**src/rtl/sy_dpram.sv**
```systemverilog
`default_nettype none
// ============================================================================
// Module      : sy_dpram
// Description : Single-clock dual-port RAM, port B write, port A registered read.
// Revision    : 1.0 - initial release
// ============================================================================
module sy_dpram #(
    parameter int WD = 8,
    parameter int DP = 16,
    parameter int AW = $clog2(DP)
) (
    input  logic          clk,
    input  logic          rst_n,
    input  logic          clr,
    input  logic          cs_n,
    input  logic          wr_n,
    input  logic          rd_n,
    input  logic [AW-1:0] addr_a,
    output logic [WD-1:0] dout_a,
    input  logic [AW-1:0] addr_b,
    input  logic [WD-1:0] din_b
);

    logic [WD-1:0] r_mem [DP];
    logic [WD-1:0] r_dout_a;

    // Storage array carries no reset so it maps onto block RAM.
    always_ff @(posedge clk) begin
        if (!cs_n && !wr_n) begin
            r_mem[addr_b] <= din_b;
        end
    end

    // Only the output register is cleared; a same-address write returns old data.
    always_ff @(posedge clk) begin
        if (!rst_n || clr) begin
            r_dout_a <= '0;
        end else if (!cs_n && !rd_n) begin
            r_dout_a <= r_mem[addr_a];
        end
    end

    assign dout_a = r_dout_a;

endmodule
`default_nettype wire

```
**src/rtl/sy_fifo.sv**
```systemverilog
`default_nettype none
// ============================================================================
// Module      : sy_fifo
// Description : Synchronous FIFO with occupancy count, threshold and error flags.
// Revision    : 1.0 - initial release
// ============================================================================
module sy_fifo #(
    parameter int WD    = 8,
    parameter int DP    = 16,
    parameter int AF_TH = DP - 2,
    parameter int AE_TH = 2
) (
    input  logic                    clk,
    input  logic                    rst_n,
    input  logic                    clr,
    input  logic                    cs_n,
    input  logic                    wr_n,
    input  logic                    rd_n,
    input  logic [WD-1:0]           din,
    output logic [WD-1:0]           dout,
    output logic                    dout_vld,
    output logic                    full,
    output logic                    empty,
    output logic                    afull,
    output logic                    aempty,
    output logic [$clog2(DP):0]     cnt,
    output logic                    ovf,
    output logic                    udf
);

    localparam int AW = $clog2(DP);
    localparam logic [AW:0] c_dp    = (AW+1)'(DP);
    localparam logic [AW:0] c_af_th = (AW+1)'(AF_TH);
    localparam logic [AW:0] c_ae_th = (AW+1)'(AE_TH);

    logic [AW-1:0] r_wptr;
    logic [AW-1:0] r_rptr;
    logic [AW:0]   r_cnt;
    logic          r_full;
    logic          r_empty;
    logic          r_afull;
    logic          r_aempty;
    logic          r_dout_vld;
    logic          r_ovf;
    logic          r_udf;

    logic          w_active;
    logic          w_rd_acc;
    logic          w_wr_acc;
    logic [AW:0]   w_cnt_next;

    // Reset and flush both suppress acceptance so the RAM sees no strobe.
    assign w_active   = rst_n & ~clr;
    assign w_rd_acc   = w_active & ~cs_n & ~rd_n & ~r_empty;
    assign w_wr_acc   = w_active & ~cs_n & ~wr_n & (~r_full | w_rd_acc);
    assign w_cnt_next = r_cnt + (AW+1)'(w_wr_acc) - (AW+1)'(w_rd_acc);

    always_ff @(posedge clk) begin
        if (!rst_n || clr) begin
            r_wptr     <= '0;
            r_rptr     <= '0;
            r_cnt      <= '0;
            r_full     <= 1'b0;
            r_empty    <= 1'b1;
            r_afull    <= 1'b0;
            r_aempty   <= 1'b1;
            r_dout_vld <= 1'b0;
            if (!rst_n) begin
                r_ovf <= 1'b0;
                r_udf <= 1'b0;
            end
        end else begin
            if (w_wr_acc) r_wptr <= r_wptr + 1'b1;
            if (w_rd_acc) r_rptr <= r_rptr + 1'b1;
            r_cnt      <= w_cnt_next;
            r_full     <= (w_cnt_next == c_dp);
            r_empty    <= (w_cnt_next == '0);
            r_afull    <= (w_cnt_next >= c_af_th);
            r_aempty   <= (w_cnt_next <= c_ae_th);
            r_dout_vld <= w_rd_acc;
            if (!cs_n && !wr_n && r_full && !w_rd_acc) r_ovf <= 1'b1;
            if (!cs_n && !rd_n && r_empty)             r_udf <= 1'b1;
        end
    end

    sy_dpram #(
        .WD (WD),
        .DP (DP),
        .AW (AW)
    ) u_ram (
        .clk    (clk),
        .rst_n  (rst_n),
        .clr    (clr),
        .cs_n   (1'b0),
        .wr_n   (~w_wr_acc),
        .rd_n   (~w_rd_acc),
        .addr_a (r_rptr),
        .dout_a (dout),
        .addr_b (r_wptr),
        .din_b  (din)
    );

    assign dout_vld = r_dout_vld;
    assign full     = r_full;
    assign empty    = r_empty;
    assign afull    = r_afull;
    assign aempty   = r_aempty;
    assign cnt      = r_cnt;
    assign ovf      = r_ovf;
    assign udf      = r_udf;

endmodule
`default_nettype wire

```
**config.mk**
```make
export PLATFORM = sky130hd
export DESIGN_NAME = sy_fifo
export DESIGN_NICKNAME = d
export VERILOG_FILES = /design/src/rtl/sy_dpram.sv /design/src/rtl/sy_fifo.sv
export SDC_FILE = /design/constraint.sdc
export NUM_CORES = 1
export LEC_CHECK = 0
export ABC_AREA = 1
export CAP_MARGIN = 0
export CORE_UTILIZATION = 54
export DETAILED_ROUTE_END_ITERATION = 7
export PLACE_DENSITY = 0.76
export SLEW_MARGIN = 5
export SYNTH_ARGS = -nofsm -noshare
export SYNTH_HDL_FRONTEND = slang
export SYNTH_SLANG_ARGS = --single-unit
```
**constraint.sdc**
```tcl
create_clock -name clk -period 2.65 [get_ports clk]
set_input_delay 0.53 -clock clk [delete_from_list [all_inputs] [get_ports clk]]
set_output_delay 0.53 -clock clk [all_outputs]
set_load 0.005 [all_outputs]
```
# Word-level counts from Yosys, hierarchy flattened

Memory sizes are Yosys's and may differ from the RTL's. A register that Yosys moved wholly into a read port is not among the register bits.
Index checks and enable logic that the tools add are counted.

Multiplexer cells: 7
$add $sub $neg: 4
Reductions and logical operators: 16
Bitwise logic cells: 13
Eq/ne operators: 2
$lt $le $gt $ge: 2

Operators with widths:

| cell                                                                                 | count |
|---|---|
| 4-bit by 1-bit adder with 4-bit output (second input constant)                       | 2 |
| 1-bit 2-to-1 mux                                                                     | 7 |
| 1-bit AND                                                                            | 6 |
| 1-bit NOT                                                                            | 6 |
| 5-bit by 1-bit adder with 5-bit output                                               | 1 |
| 5-bit == test (second input constant)                                                | 1 |
| 5-bit by 4-bit greater-or-equal comparator with 1-bit output (second input constant) | 1 |
| 5-bit by 2-bit less-or-equal comparator with 1-bit output (second input constant)    | 1 |
| 1-bit logical AND                                                                    | 5 |
| 1-bit zero test                                                                      | 5 |
| 5-bit zero test                                                                      | 1 |
| 5-bit by 1-bit subtractor with 5-bit output                                          | 1 |
| 2-bit AND reduction                                                                  | 2 |
| 2-bit nonzero test                                                                   | 2 |
| 2-bit inequality test (second input constant)                                        | 1 |
| 1-bit logical OR                                                                     | 1 |
| 1-bit bitwise OR                                                                     | 1 |

Word-level logic and storage cells: 55
Register bits after elaboration: 20
Memories kept: 1
Bits in writable memories: 128

Memory list:

| memory      | depth | bits a word | rd ports | clocked after Yosys merged registers in | write ports | line           | text |
|---|---|---|---|---|---|---|---|
| u_ram.r_mem | 16    | 8           | 1        | 1                                       | 1           | sy_dpram.sv:24 | `logic [WD-1:0] r_mem [DP];` |

# Longest topological paths before layout

Word-level depth: 10
Mapped depth: 17

# Hierarchy

From an unflattened synthesis, not the netlist that was laid out.

Cells, all modules: 608
Area, all modules: 6,571.3 µm²

Modules (own cells, without submodules):

| module   | cells each | seq. area each (µm²) | instances | area each (µm²) |
|---|---|---|---|---|
| sy_dpram | 492        | 4,003.8              | 1         | 5,582.9 |
| sy_fifo  | 116        | 420.4                | 1         | 988.4 |

# Worst setup path after synthesis

Ideal clock, no wire load.

Path type: input -> register
From: input port clr
To: register r_afull, in the netlist afull
Required time: 2.520 ns
Slack: -0.158 ns
Stages on the path: 17
Arrival: 2.679 ns
Library setup time: 0.130 ns
Path through: inv_1 -> nand2_2 -> nor2_4 -> nand3_4 -> nand2_4 -> nand2_4 -> buf_6 -> ha_1 -> inv_1 -> ha_1 -> inv_1 -> fa_1 -> o21ai_0 -> xor2_1 -> nor2_1 -> inv_1 -> o21ai_0

Longest elaborated chain between the ends: 10

RTL lines:

| what                                                         | line                         | text |
|---|---|---|
| start: declaration                                           | sy_fifo.sv:15                | `input logic clr,` |
| 1-bit NOT                                                    | sy_fifo.sv:53                | `assign w_active = rst_n & ~clr;` |
| 1-bit AND                                                    | sy_fifo.sv:53                |  |
| 1-bit AND                                                    | sy_fifo.sv:54, sy_fifo.sv:55 |  |
| 1-bit AND (2 in a row)                                       | sy_fifo.sv:54                | `assign w_rd_acc = w_active & ~cs_n & ~rd_n & ~r_empty;` |
| 1-bit bitwise OR                                             | sy_fifo.sv:55                | `assign w_wr_acc = w_active & ~cs_n & ~wr_n & (~r_full \| w_rd_acc);` |
| 1-bit AND                                                    | sy_fifo.sv:55                |  |
| 5-bit by 1-bit adder with 5-bit output                       | sy_fifo.sv:56                | `assign w_cnt_next = r_cnt + (AW+1)'(w_wr_acc) - (AW+1)'(w_rd_acc);` |
| 5-bit by 1-bit subtractor with 5-bit output                  | sy_fifo.sv:56                |  |
| 5-bit by 4-bit greater-or-equal comparator with 1-bit output | sy_fifo.sv:78                | `r_afull <= (w_cnt_next >= c_af_th);` |
| end signal: assignment                                       | sy_fifo.sv:78                |  |
| end: declaration                                             | sy_fifo.sv:41                | `logic r_afull;` |

Several ways; a longest one is shown, not always the timed one.
A chain may end at the register's enable or synchronous reset.

# Final worst setup path

From: input port wr_n
To: register r_aempty, in the netlist aempty

Longest elaborated chain between the ends: 6

RTL lines:

| what                                                      | line          | text |
|---|---|---|
| start: declaration                                        | sy_fifo.sv:17 | `input logic wr_n,` |
| 1-bit NOT                                                 | sy_fifo.sv:55 |  |
| 1-bit AND (2 in a row)                                    | sy_fifo.sv:55 |  |
| 5-bit by 1-bit adder with 5-bit output                    | sy_fifo.sv:56 |  |
| 5-bit by 1-bit subtractor with 5-bit output               | sy_fifo.sv:56 |  |
| 5-bit by 2-bit less-or-equal comparator with 1-bit output | sy_fifo.sv:79 | `r_aempty <= (w_cnt_next <= c_ae_th);` |
| end signal: assignment                                    | sy_fifo.sv:79 |  |
| end: declaration                                          | sy_fifo.sv:42 | `logic r_aempty;` |

Every way passes these cells.

==> results.md <==
- Placed cell count: 879
- Final nets: between 700 and 800
- Share of post-route cells with drive strength above 1: 0.1087
- Post-synth cell types: 27
- CTS tree: built
- Max FO, Critical Path: 2
- Slew Viols, Final: 0
- CP cell instances: clkdlybuf4s50_1 > nor3_4 > nand2_4 > ha_4 > inv_2 > ha_4 > inv_2 > fa_2 > o21ai_2 > xor2_1 > buf_4 > nand3_1 > nand2_1
- CTS Root Cell: clkbuf_16
- Slowest stage cell, crit path: clkdlybuf4s50_1
- Leading area contributor after synthesis: edfxtp_1
- Routed via count: 4834
- Non-Filler Instances: about 910
- H-tree depth: 4
- Routed len/inst: 16.39 um
- Setup violations, final: 0
- Hold Vio Cnt, Final: 0
- P_leak: between 3 and 4 nW
- Worst-path clk slew: approximately 0.060 ns
- Worst path max stage delay: 0.45 ns
- Tmin final: 2.456 ns
- Diodes inserted: 0
- Cell Area, Synth: 6804 sq um
- Area contributors post-synth: edfxtp_1 (57%), nand2_1 (12%), dfxtp_1 (7.6%)
- Worst min-delay path class: reg -> reg
- Mapped Cells: 676
- Setup TNS: 0 ns
- Synth Area per Inst: 10.07 sq um
- Die Footprint: between 10000 and 15000 sq um
- Data arrival, critical path: between 2 and 3 ns
- TritonCTS Buffers: 17
- Initial antenna violation count: 0
- First-pass iteration count of the detailed router: 6
- Max Root-Sink Buffers: 2
- Final cycle utilization of the critical path: 0.9269
- HPWL Detailed: 9.440 mm
- Yosys warnings: 0
- Clock Latency Late Sink: approximately 0.43 ns
- Initial core utilization: 0.5595
- I/O pins: 34
- VDD IR-drop max: around 0.44 mV
- Crit end category: flop
- EDFF count, synth: 130
- CTS sink count: ~160
- Buf/Inv on CP: 4
- #FFs+latches synth: between 150 and 200
- Startpoint types: primary input
- RSZ-0062 raised after global routing: false
- Max-cap violations: 0
- Die Wd: 114.3 um
- Area Growth Syn to Fin: 19.00%
- Syn_nets: 701
- Pin count of the biggest net entering global routing: 65
- GR Util All Layers: 0.2503
- Critical path class: in -> reg
- Cell family with most CP delay: buffers and inverters
- Most frequent cells after synthesis: nand2_1 (218), edfxtp_1 (130), nand3_1 (98)
- Vias in the first global route: 4787
- Setup Skew: around 0.0078 ns
- Most common flop cell mapped by yosys: edfxtp_1
- Max Freq: approximately 410 MHz
- Vias per Instance: ~5.3
- Worst-margin pin slew: 0.7253 ns
- Count leader, synth: nand2_1
- Antenna-violating nets left: 0
- Number of fill cells in the layout: 909
- DRC: 0
- Starting DRT DRC Count: 599
- First-pass GRT wire length: approximately 24 mm
- Max transition margin: 0.5149
- Grt ovf: 0
- Cts hold-fix bufs: 0
- Pwr/cell area: between 600 and 700 nW/um^2
- Post-synthesis sequential area ratio: 0.6502
- Final Wtd Congestion: approximately 0.82
- Yosys top cell area share: 0.5737
- Row count: 40
- Outcome: completed
- Core box area: roughly 12000 sq um
- DRT Wirelength: 14.96 mm
- Die Y-Extent: roughly 110 um
- Ys async rst share: 0
- WP data required: 3.02 ns
- Number of port buffers: 33
==> worst min-delay path, delay by kind of cell, from the launching register on <==
family             cells  cell delay (ns)
AOI/OAI and AO/OA      1             0.05
DFF                    1             0.35
and+or+nand+nor        1             0.08
==> sequential cells by signal, summed over array words and instances (netlist names) <==
register and cells:
u_ram.r_mem 128, full 1, empty 1, r_rptr 4, cnt 5, ovf 1, udf 1, afull 1
u_ram.dout_a 8, r_wptr 4, dout_vld 1, aempty 1
==> area by class of cell <==
cell class,count,area [sq um],area share
clock buffers,18,429.2,0.05301
clock inverters,14,146.4,0.01808
inverters,100,375.4,0.04636
multi-input cells,390,1892,0.2337
flip-flops and latches,156,4425,0.5466
well taps,168,210.2,0.02596
repair buffers,67,618.1,0.07634
==> power by group <==
group | switching [W] | internal [W]
Sequential | 0.00000283 | 0.00266
Combinational | 0.0000684 | 0.0000404
Clock | 0.000975 | 0.00138
Total | 0.00105 | 0.00408
==> layout by cell type (no fill, tap or decap), types with 8 or more instances in the layout <==
master and n:
clkbuf_16 17, a21oi_1 11, nand3_1 98, clkdlybuf4s50_1 30, buf_4 32, edfxtp_1 130
dfxtp_1 25, nor3_1 15, ha_1 8, nand2_1 218, o21a_1 8, inv_1 94
nor2_1 8
==> logic make-up (layout without fill, tap and decap cells) <==
family,count (synthesis),count (layout),synth area share
simple gates,347,347,0.2201
flops,156,156,0.6502
buf+inv,130,199,0.07797
compound gates,25,25,0.02133
fa+ha+maj,11,11,0.02133
xor+xnor,7,7,0.009011
==> path summary, 6_finish.rpt <==
check / cells past startpoint / startpoint / slack, ns / to
worst max-delay path: 13 / wr_n / 0.19 / aempty
worst min-delay path: 2 / r_wptr[1] / 0.53 / r_wptr[1]
worst max register to register: 14 / empty / 0.43 / aempty
worst min register to register: 2 / r_wptr[1] / 0.53 / r_wptr[1]
==> timing repair <==
item	in CTS	in global routing
hold endpoints to repair	0	0
buffers inserted	0	2
resized for setup	0	7
setup endpoints to repair	0	5
==> metrics by stage <==
| step | util | setup slack [ns] | hold slack [ns] | total power, W | instance area, sq um |
|---|---|---|---|---|---|
| final | 0.6657 | 0.1936 | 0.5319 | 0.005131 | 8097 |
| after global routing | 0.6657 | 0.1174 | 0.5598 | 0.005260 | 8097 |
| after CTS | 0.6630 | 0.02602 | 0.5301 | 0.005138 | 8063 |
| after detailed placement | 0.6156 | -0.4195 | 0.5137 | 0.002821 | 7487 |
| after floorplan | - | 0.006186 | 0.4785 | 0.002747 | 6835 |
| after global placement | 0.6156 | -0.3162 | 0.4997 | 0.002817 | 7487 |
==> per-layer routing <==
layer | wire length [um] | vias up | GRT usage
met2 | 7338 | 211 | 0.4141
met3 | 1113 | 33 | 0.05241
li1 | - | 2317 | -
met1 | 6079 | 2273 | 0.3177
met5 | 0 | - | 0
met4 | 434 | 0 | 0.1160
Note: power is estimated with default switching activity, not from simulation.
